**src/rtl/pipe_ctrl_pkg.sv**
```systemverilog
// Shared types and constants for the pipeline stall/flush sequencer.
// Latency: n/a (types, constants and a pure combinational helper only).
// Backpressure: n/a; the helper maps one priority level to one control set.
`timescale 1ns/1ps
package pipe_ctrl_pkg;

  // MDU sequencer states
  typedef enum logic {
    MDU_IDLE = 1'b0,
    MDU_BUSY = 1'b1
  } mdu_state_e;

  // Default EX occupancies of multiply and divide
  localparam int unsigned MUL_CYCLES_DEF = 4;
  localparam int unsigned DIV_CYCLES_DEF = 32;

  // MDU countdown width; 6 bits hold a load value of up to 63
  localparam int unsigned MDU_CNT_W = 6;
  typedef logic [MDU_CNT_W-1:0] mdu_cnt_t;

  // Stall statistics width
  localparam int unsigned STALL_CNT_W = 32;
  typedef logic [STALL_CNT_W-1:0] stall_cnt_t;

  // Exactly one of these applies per cycle, highest priority first
  typedef enum logic [2:0] {
    LVL_FREEZE = 3'd0,
    LVL_MDU    = 3'd1,
    LVL_HAZARD = 3'd2,
    LVL_BRANCH = 3'd3,
    LVL_NONE   = 3'd4
  } stall_lvl_e;

  // Per-stage control bundle driven to the pipeline registers
  typedef struct packed {
    logic pc_write;
    logic ifid_write;
    logic idex_write;
    logic exmem_write;
    logic ifid_flush;
    logic idex_bubble;
    logic exmem_bubble;
    logic memwb_bubble;
  } stage_ctrl_t;

  // Countdown load value for an occupancy of 'cycles' EX cycles
  function automatic mdu_cnt_t mdu_load(input int unsigned cycles);
    return mdu_cnt_t'(cycles - 1);
  endfunction

  // Control set for a given priority level
  function automatic stage_ctrl_t stage_ctrl(input stall_lvl_e lvl);
    stage_ctrl_t c;
    c = '0;
    case (lvl)
      LVL_FREEZE: begin
        // Whole pipe frozen; WB still retires, so feed it a NOP
        c.memwb_bubble = 1'b1;
      end
      LVL_MDU: begin
        // EX held by the MDU; the stages behind it keep draining
        c.exmem_write  = 1'b1;
        c.exmem_bubble = 1'b1;
      end
      LVL_HAZARD: begin
        // Load-use: hold PC and IF/ID, push a NOP into EX
        c.idex_write   = 1'b1;
        c.exmem_write  = 1'b1;
        c.idex_bubble  = 1'b1;
      end
      LVL_BRANCH: begin
        // Taken branch: everything advances, wrong-path fetch squashed
        c.pc_write     = 1'b1;
        c.ifid_write   = 1'b1;
        c.idex_write   = 1'b1;
        c.exmem_write  = 1'b1;
        c.ifid_flush   = 1'b1;
      end
      default: begin
        c.pc_write     = 1'b1;
        c.ifid_write   = 1'b1;
        c.idex_write   = 1'b1;
        c.exmem_write  = 1'b1;
      end
    endcase
    return c;
  endfunction

endpackage

```
**src/rtl/pipe_stall_ctrl_mdu_seq.sv**
```systemverilog
// MDU sequencer: tracks EX occupancy of a multiply or divide with a countdown.
// Latency: hold/en/done are combinational; occupancy is MUL/DIV_CYCLES plus freeze cycles.
// Backpressure: freeze_i holds state and count; start_i is ignored while busy.
`timescale 1ns/1ps
module mdu_seq
  import pipe_ctrl_pkg::*;
#(
  parameter int unsigned MUL_CYCLES = MUL_CYCLES_DEF,
  parameter int unsigned DIV_CYCLES = DIV_CYCLES_DEF
) (
  input  logic clk_i,
  input  logic rst_i,
  input  logic start_i,
  input  logic div_i,
  input  logic freeze_i,
  output logic hold_o,
  output logic en_o,
  output logic done_o
);

  localparam mdu_cnt_t MUL_LOAD = mdu_load(MUL_CYCLES);
  localparam mdu_cnt_t DIV_LOAD = mdu_load(DIV_CYCLES);
  localparam mdu_cnt_t CNT_ONE  = mdu_cnt_t'(1);

  mdu_state_e state_q, state_d;
  mdu_cnt_t   cnt_q, cnt_d;

  // State and countdown registers; reset aborts any operation in flight
  always_ff @(posedge clk_i or posedge rst_i) begin
    if (rst_i) begin
      state_q <= MDU_IDLE;
      cnt_q   <= '0;
    end else begin
      state_q <= state_d;
      cnt_q   <= cnt_d;
    end
  end

  // Next state, countdown and handshake outputs
  always_comb begin
    state_d = state_q;
    cnt_d   = cnt_q;
    hold_o  = 1'b0;
    en_o    = 1'b0;
    done_o  = 1'b0;
    case (state_q)
      MDU_IDLE: begin
        // The first EX cycle of an op always holds the front end
        hold_o = start_i;
        en_o   = start_i && !freeze_i;
        // A start during a freeze is simply retried: EX keeps asserting it
        if (start_i && !freeze_i) begin
          cnt_d   = div_i ? DIV_LOAD : MUL_LOAD;
          state_d = MDU_BUSY;
        end
      end
      MDU_BUSY: begin
        hold_o = (cnt_q > CNT_ONE);
        en_o   = !freeze_i;
        if (!freeze_i) begin
          if (cnt_q > CNT_ONE) begin
            cnt_d = cnt_q - CNT_ONE;
          end else begin
            // Final EX cycle: result valid, EX advances
            done_o  = 1'b1;
            cnt_d   = '0;
            state_d = MDU_IDLE;
          end
        end
      end
      default: begin
        state_d = MDU_IDLE;
        cnt_d   = '0;
      end
    endcase
  end

endmodule

```
**src/rtl/pipe_stall_ctrl.sv**
```systemverilog
// Stall/flush sequencer for the 5-stage pipeline: merges memory, MDU, load-use and branch.
// Latency: all control outputs are combinational from inputs and registered state.
// Backpressure: an unacked data-memory request freezes every stage, including the MDU.
`timescale 1ns/1ps
module pipe_stall_ctrl
  import pipe_ctrl_pkg::*;
#(
  parameter int unsigned MUL_CYCLES  = MUL_CYCLES_DEF,
  parameter int unsigned DIV_CYCLES  = DIV_CYCLES_DEF,
  parameter int unsigned MEM_TIMEOUT = 1024
) (
  input  logic                   clk_i,
  input  logic                   rst_i,
  input  logic                   hazard_i,
  input  logic                   branch_i,
  input  logic                   dmem_req_i,
  input  logic                   dmem_ack_i,
  input  logic                   mdu_start_i,
  input  logic                   mdu_div_i,
  output logic                   pc_write_o,
  output logic                   ifid_write_o,
  output logic                   idex_write_o,
  output logic                   exmem_write_o,
  output logic                   ifid_flush_o,
  output logic                   idex_bubble_o,
  output logic                   exmem_bubble_o,
  output logic                   memwb_bubble_o,
  output logic                   mdu_en_o,
  output logic                   mdu_done_o,
  output logic                   mem_timeout_o,
  output logic [STALL_CNT_W-1:0] stall_cnt_o
);

  // Wait counter is wide enough to hold MEM_TIMEOUT itself and parks there
  localparam int unsigned WAIT_W = $clog2(MEM_TIMEOUT + 1);
  typedef logic [WAIT_W-1:0] wait_cnt_t;
  localparam wait_cnt_t  WAIT_MAX  = wait_cnt_t'(MEM_TIMEOUT);
  localparam wait_cnt_t  WAIT_LAST = wait_cnt_t'(MEM_TIMEOUT - 1);
  localparam wait_cnt_t  WAIT_ONE  = wait_cnt_t'(1);
  localparam stall_cnt_t STALL_MAX = '1;

  logic        mem_freeze;
  logic        mdu_hold;
  logic        mdu_en;
  logic        mdu_done;
  stall_lvl_e  lvl;
  stage_ctrl_t ctrl;

  wait_cnt_t   wait_q, wait_d;
  logic        timeout_q, timeout_hit;
  stall_cnt_t  stall_cnt_q;
  logic        stall_inc;

  assign mem_freeze = dmem_req_i && !dmem_ack_i;

  mdu_seq #(
    .MUL_CYCLES (MUL_CYCLES),
    .DIV_CYCLES (DIV_CYCLES)
  ) u_mdu_seq (
    .clk_i    (clk_i),
    .rst_i    (rst_i),
    .start_i  (mdu_start_i),
    .div_i    (mdu_div_i),
    .freeze_i (mem_freeze),
    .hold_o   (mdu_hold),
    .en_o     (mdu_en),
    .done_o   (mdu_done)
  );

  // Pick the single highest-priority stall source; a suppressed branch stays in ID
  always_comb begin
    lvl = LVL_NONE;
    if (mem_freeze) begin
      lvl = LVL_FREEZE;
    end else if (mdu_hold) begin
      lvl = LVL_MDU;
    end else if (hazard_i) begin
      lvl = LVL_HAZARD;
    end else if (branch_i) begin
      lvl = LVL_BRANCH;
    end
  end

  // Map the level to stage controls; reset forces everything quiet
  always_comb begin
    ctrl = '0;
    if (!rst_i) begin
      ctrl = stage_ctrl(lvl);
    end
  end

  assign pc_write_o     = ctrl.pc_write;
  assign ifid_write_o   = ctrl.ifid_write;
  assign idex_write_o   = ctrl.idex_write;
  assign exmem_write_o  = ctrl.exmem_write;
  assign ifid_flush_o   = ctrl.ifid_flush;
  assign idex_bubble_o  = ctrl.idex_bubble;
  assign exmem_bubble_o = ctrl.exmem_bubble;
  assign memwb_bubble_o = ctrl.memwb_bubble;
  assign mdu_en_o       = mdu_en && !rst_i;
  assign mdu_done_o     = mdu_done && !rst_i;

  // Consecutive-wait count; this cycle is the N-th wait when wait_q == N-1
  always_comb begin
    wait_d      = '0;
    timeout_hit = 1'b0;
    if (mem_freeze) begin
      wait_d      = (wait_q == WAIT_MAX) ? wait_q : wait_q + WAIT_ONE;
      timeout_hit = (wait_q >= WAIT_LAST);
    end
  end

  assign mem_timeout_o = !rst_i && (timeout_q || timeout_hit);

  // Wait counter and sticky timeout flag
  always_ff @(posedge clk_i or posedge rst_i) begin
    if (rst_i) begin
      wait_q    <= '0;
      timeout_q <= 1'b0;
    end else begin
      wait_q    <= wait_d;
      timeout_q <= timeout_q || timeout_hit;
    end
  end

  // Stall statistics include the current cycle and saturate at all-ones
  always_comb begin
    stall_inc   = !rst_i && !ctrl.pc_write;
    stall_cnt_o = stall_cnt_q;
    if (stall_inc && (stall_cnt_q != STALL_MAX)) begin
      stall_cnt_o = stall_cnt_q + stall_cnt_t'(1);
    end
  end

  // Commit the running stall count
  always_ff @(posedge clk_i or posedge rst_i) begin
    if (rst_i) begin
      stall_cnt_q <= '0;
    end else begin
      stall_cnt_q <= stall_cnt_o;
    end
  end

endmodule
```
**config.mk**
```make
export PLATFORM = sky130hd
export DESIGN_NAME = pipe_stall_ctrl
export DESIGN_NICKNAME = d
export VERILOG_FILES = /design/src/rtl/pipe_ctrl_pkg.sv /design/src/rtl/pipe_stall_ctrl_mdu_seq.sv /design/src/rtl/pipe_stall_ctrl.sv
export SDC_FILE = /design/constraint.sdc
export NUM_CORES = 1
export LEC_CHECK = 0
export BUFFER_PORTS_ARGS = -buffer_cell sky130_fd_sc_hd__buf_2
export CORE_MARGIN = 10
export CORE_UTILIZATION = 50
export DETAILED_ROUTE_END_ITERATION = 10
export PLACE_DENSITY = 0.73
export SLEW_MARGIN = 5
export SYNTH_ARGS = -nofsm -noshare
export SYNTH_HDL_FRONTEND = slang
export SYNTH_SLANG_ARGS = --single-unit
```
**constraint.sdc**
```tcl
create_clock -name clk_i -period 3.2 [get_ports clk_i]
set_input_delay 0.64 -clock clk_i [delete_from_list [all_inputs] [get_ports clk_i]]
set_output_delay 0.64 -clock clk_i [all_outputs]
set_load 0.01 [all_outputs]
```
# Word-level counts from Yosys, hierarchy flattened
# Index checks and enable logic that the tools add are counted.
# W data, S select, Z words.
# word_totals
latchBits,0
register_bits,51
ramBits,0
mem_bits_ro,0
wordCells,65
output_inout_bits,43
n_memories,0
input_bits,8
# classes
n_mux,30
n_div,0
n_lt_le_gt_ge,2
shifts,0
n_reduce_logical,16
mul,0
bitwise,1
n_addsub,3
n_eq_ne,8
# ops
cell,n
$add A32 B1 Y32 const B,1
$mux W32,1
$ne A32 B32 Y1 const B,1
$mux W11,2
$mux W6,3
$mux W1,13
$mux W3,4
$pmux W6 S2,1
$add A11 B1 Y11 const B,1
$eq A11 B11 Y1 const B,1
$ge A11 B10 Y1 const B,1
$mux W8,1
$logic_and A1 B1 Y1,7
$eq A3 B2 Y1 const B,2
$gt A6 B1 Y1 const B,1
$pmux W1 S2,3
$sub A6 B1 Y6 const B,1
$mux W5,1
$logic_not A1 Y1,4
$ne A2 B2 Y1 const B,2
$eq A3 B1 Y1 const B,1
$logic_not A3 Y1,1
$reduce_or A3 Y1,1
$mux W2,1
5 further kinds,5

# Longest topological paths before layout
# logic_depth
ltp_word,12
ltp_mapped,7
ltp_nobuf,7

# Modules after synthesis
# Synthesis repeated with hierarchy kept, for this count alone.
# unflattened
hier_cells,276
area_unflattened_um2,2763.9
# modules_own_cells
module,cells_each,seq_area_each_um2,n_inst,area_per_inst_um2
pipe_stall_ctrl,225,1101.1,1,2317.2
mdu_seq,51,175.2,1,446.7

# Least setup slack after synthesis
# OpenSTA, ideal clock, no wires.
# synth_timing
kind,input -> output
start,input port dmem_ack_i
end,output port stall_cnt_o[12]
slack_ns,0.360
cell_stages,7
t_arrival_ns,2.200
required_time_ns,2.560
path_buffers,2
cell_sequence,nand2b_1 > clkbuf_1 > o2111ai_1 > o21ai_0 > buf_4 > nor3_1 > xnor2_1
# synth_between
elab_chain_len,11
word_cells_on_any_way,13
cone_classes,2 x eq/ne; 4 x mux; 7 x reduce/logical
# synth_rtl
item,line,text
"start, declared",pipe_stall_ctrl.sv:17,"input logic dmem_ack_i,"
$logic_not A1 Y1 *,pipe_stall_ctrl.sv:54,assign mem_freeze = dmem_req_i && !dmem_ack_i;
$logic_and A1 B1 Y1 *,pipe_stall_ctrl.sv:54,
$mux W3 *,pipe_stall_ctrl.sv:73,if (mem_freeze) begin
$eq A3 B2 Y1 (tied with other cells),pipe_ctrl_pkg.sv:55,case (lvl)
$reduce_or A3 Y1 (no line) *,n/a,
$mux W2 *,pipe_ctrl_pkg.sv:55,
$mux W8 *,pipe_stall_ctrl.sv:87,if (!rst_i) begin
$logic_not A1 Y1 *,pipe_stall_ctrl.sv:128,stall_inc = !rst_i && !ctrl.pc_write;
$logic_and A1 B1 Y1 *,pipe_stall_ctrl.sv:128,
$logic_and A1 B1 Y1 *,pipe_stall_ctrl.sv:130,if (stall_inc && (stall_cnt_q != STALL_MAX)) begin
$mux W32 *,pipe_stall_ctrl.sv:130,
"end, declared",pipe_stall_ctrl.sv:31,output logic [STALL_CNT_W-1:0] stall_cnt_o
# Mark *: on every way between the ends. The rest lies on a longest branch, timed or not.

# Final worst setup path
# layout_timing
start,register stall_cnt_q[5]
end,output port stall_cnt_o[23]
# layout_between
elab_chain_len,3
word_cells_on_any_way,4
cone_classes,1 x add/sub; 1 x eq/ne; 1 x mux; 1 x reduce/logical
# layout_rtl
item,line,text
"start, declared",pipe_stall_ctrl.sv:51,stall_cnt_t stall_cnt_q;
"start signal, assigned",pipe_stall_ctrl.sv:140,stall_cnt_q <= stall_cnt_o;
"parallel branches: the longest is 2 deep, another holds $add A32 B1 Y32",n/a,
$mux W32 *,pipe_stall_ctrl.sv:130,
# Mark *: on every way between the ends.

==> metrics.md <==
| Metric | Value |
|---|---|
| Outcome | `completed` |
| Critical Path RT | `2.56 ns` |
| M1 WL | `3070 um` |
| Multi-input gate area | `1520 um^2` |
| Clk sinks | `51` |
| Post-synthesis simple-gate area fraction | `27.0%` |
| Routed len/inst | `16.6 um` |
| Post-synthesis xor/xnor area fraction | `12.4%` |
| DR WL met2 | `3480 um` |
| Worst-Skew Late Latency | `0.31 ns` |
| N_diodes | `0` |
| Fin crit period | `3.19 ns` |
| Num CTS Buffers | `5` |
| Yosys warns | `0` |
| Top cells by area, synth | `dfrtp_1, xor2_1, nor2_1, a21oi_1, nand2_1` |
| Slew HR | `57.3%` |
| Met3 WL post-DR | `334 um` |
| Unrepaired setup endpoints after global routing | `yes` |
| Vias | `2332` |
| Mapped Cells | `280` |
| Clock-pin slew on the worst setup and hold paths | `0.09 ns` |
| Die height | `94.3 um` |
| Flops & latches, synth | `51` |
| Largest net degree at the start of global routing | `52` |
| Syn avg cell area | `9.86 um^2` |
| Share of post-route cells with drive strength above 1 | `31.1%` |
| Cell row count | `26` |
| Synth Flop Type | `dfrtp_1` |
| Netlist Area Pre-Place | `2760 um^2` |
| Hold crit path type | `flop to flop` |
| Fin Hold WS | `0.478 ns` |
| GP Congestion | `0.839` |
| # H-tree levels | `2` |
| Final HPWL DP | `4540 um` |
| Post-synthesis mux area share | `1.18%` |
| Post-synth EDFFs | `0` |
| Pin slew with the least headroom to its limit | `0.640 ns` |
| Crit Path Class | `flop to primary output` |
| Root buffer cell | `clkbuf_8` |
| Number of global-route vias before repair | `2286` |
| Crit path launch type | `flop` |
| Max Used Layer | `met4` |
| Total Wirelength | `6920 um` |
| Core Area | `5240 um^2` |
| Final period util | `99.7%` |
| FILL cells | `408` |
| Initial antenna violation count | `0` |
| Post-synth ARST share | `100%` |
| Final instance area | `3440 um^2` |
| CP max FO | `5` |
| CP Data Arrival Time | `2.55 ns` |
| Synth top area share | `46.2%` |
| DRC violations left | `0` |
| Crit-path slowest cell | `or4_4` |
| GR Overflow Total | `0` |
| Port Buf Inserts | `50` |
| Placed cell areas | `3090 um^2` |
| Adder-Cell Fraction of Synth Area | `2.27%` |
| Slew Limit Fails | `0` |
| Final setup fails | `0` |
| Fin. Hold Viols | `0` |
| Ports | `51` |
| Crit-path cells | `nand4_4 > or4_4 > a311o_2 > nor4_4 > xor2_1 > buf_2` |
| Nets | `359` |
| Cell accounting for the most synthesized area | `dfrtp_1` |
| Slowest Stage Delay on Critical Path | `0.55 ns` |
| Die Width | `94.3 um` |
| Post-Route Skew | `0.00582 ns` |
| Worst ir drop on vdd | `0.398 mV` |
| Synthesis-to-layout area growth | `24.7%` |
| DRT iter0 DRCs | `128` |
| Max Clock Freq | `0.314 GHz` |
| Vias per std cell | `5.59` |
| TritonCTS clock tree | `done` |
| Yosys cell types | `46` |
| Most common cell in the synthesized netlist | `dfrtp_1` |
| Die Area | `8900 um^2` |
| Initial core utilization | `52.7%` |
| Power Density | `510 nW/um^2` |
| Top cells by count, synth | `dfrtp_1, xor2_1, nor2_1, nand2_1, a21oi_1` |
| Seq. cell area | `1280 um^2` |
| GRT Util Overall | `15.2%` |
| Post-Syn Nets | `293` |
| First-pass GRT wire length | `11100 um` |
| Synth Area in Compound Gates | `6.93%` |
| Setup_tns | `0 ns` |
| Largest family of logic cells by synthesized area | `simple AND/OR/NAND/NOR gates` |
| Setup crit end kind | `primary output` |
| Register area share after synthesis | `46.2%` |
| Post-route ant nets | `0` |
| Longest Clk Path Bufs | `2` |
| Initial DRT Pass Iterations | `4` |
| Max-capacitance violation count | `0` |
| Leak | `1.63 nW` |
-- per-stage QoR --
| step | utilization [%] | setup WS, ns | power [mW] | std cells |
|---|---|---|---|---|
| 6_report | 65.7 | 0.0106 | 1.76 | 417 |
| 2_1_floorplan | - | 0.360 | 1.07 | 280 |
| 4_1_cts | 62.3 | 0.00247 | 1.71 | 408 |
| 3_5_place_dp | 59.1 | 0.239 | 1.22 | 396 |
| 5_1_grt | 65.7 | -0.107 | 1.86 | 417 |
| 3_3_place_gp | 59.1 | 0.274 | 1.21 | 396 |
-- cells by family (layout without fill, tap and decap cells) --
family,Yosys count,count (layout)
xor gates and xnor gates,39,39
muxes,3,3
AOI/OAI and AO/OA,31,32
DFF,51,51
and+or+nand+nor,130,130
buffers and inverters,21,87
adders and majority gates,5,5
-- flip-flops by register name, indices dropped and copies added, names as in the netlist --
signal             flops
stall_cnt_q           32
timeout_q              1
u_mdu_seq.cnt_q        6
u_mdu_seq.state_q      1
wait_q                11
-- what timing repair did --
action                                 CTS  global route
pin swaps                                2            13
endpoints found under the hold margin    0             0
hold buffers                             0             0
cloned                                   1             0
setup buffers                            3             9
setup endpoints to repair               10            32
gates resized for setup                  3            20
-- final cells by class --
| cell class | count | share of cell area [%] |
|---|---|---|
| clock inverter | 2 | 1.02 |
| timing repair buffer | 69 | 11.8 |
| inverter | 10 | 1.09 |
| multi-input combinational | 209 | 44.1 |
| clock buffer | 6 | 2.40 |
| tap | 70 | 2.54 |
| sequential | 51 | 37.1 |
-- where the power goes --
| group | internal, mW | total (mW) | leakage (nW) | switching, mW |
|---|---|---|---|---|
| logic | 0.209 | 0.465 | 0.939 | 0.255 |
| registers | 0.733 | 0.827 | 0.629 | 0.0942 |
| clock network | 0.253 | 0.464 | 0.0612 | 0.211 |
-- per-layer routing --
layer  up-vias  GRT usage, %
met1      1154          19.4
met2        58          24.7
li1       1118             -
met5         -             0
met4         0          5.44
met3         2          3.44
-- final timing paths --
path	depth (start not counted)	slack [ns]	from	endpoint
max	6	0.01	stall_cnt_q[5]	stall_cnt_o[23]
min	2	0.48	timeout_q	timeout_q
max reg2reg	7	0.84	stall_cnt_q[5]	stall_cnt_q[23]
min reg2reg	2	0.48	timeout_q	timeout_q
max in group asynchronous	3	2.19	rst_i	stall_cnt_q[8]
min in group asynchronous	3	0.55	rst_i	wait_q[1]
-- worst max-delay path: cells and delay by family (launching register included) --
family	cells	cell delay, ns
AND/OR/NAND/NOR	3	0.90
flip-flops	1	0.41
AO/OA/AOI/OAI	1	0.51
buffers and inverters	1	0.18
XOR/XNOR	1	0.25
-- cell usage in the layout, fill, tap and decap left out, types with 2 or more instances in the layout --
cell	synthesis	final
nand2_1	20	20
nor3b_1	2	2
a311o_2	0	2
and3_2	1	2
dfrtp_1	51	50
ha_1	5	5
nor3_1	12	10
nand2b_1	4	4
or3_1	3	2
nor4_1	10	6
nor2b_1	2	2
o211ai_1	2	2
buf_2	2	50
nand4_4	0	2
nor4_4	1	6
a21oi_1	15	15
o21ai_0	3	2
and2_1	3	3
nor2_1	29	28
nor4_2	6	5
clkbuf_8	0	6
nand4_1	10	10
o21a_1	2	2
nor4b_1	2	2
xor2_1	36	36
xnor2_1	3	3
nand3_1	14	14
buf_4	2	18
and4_1	2	2
mux2_2	2	2
inv_1	10	9
Power figures use the tool's default switching activity.
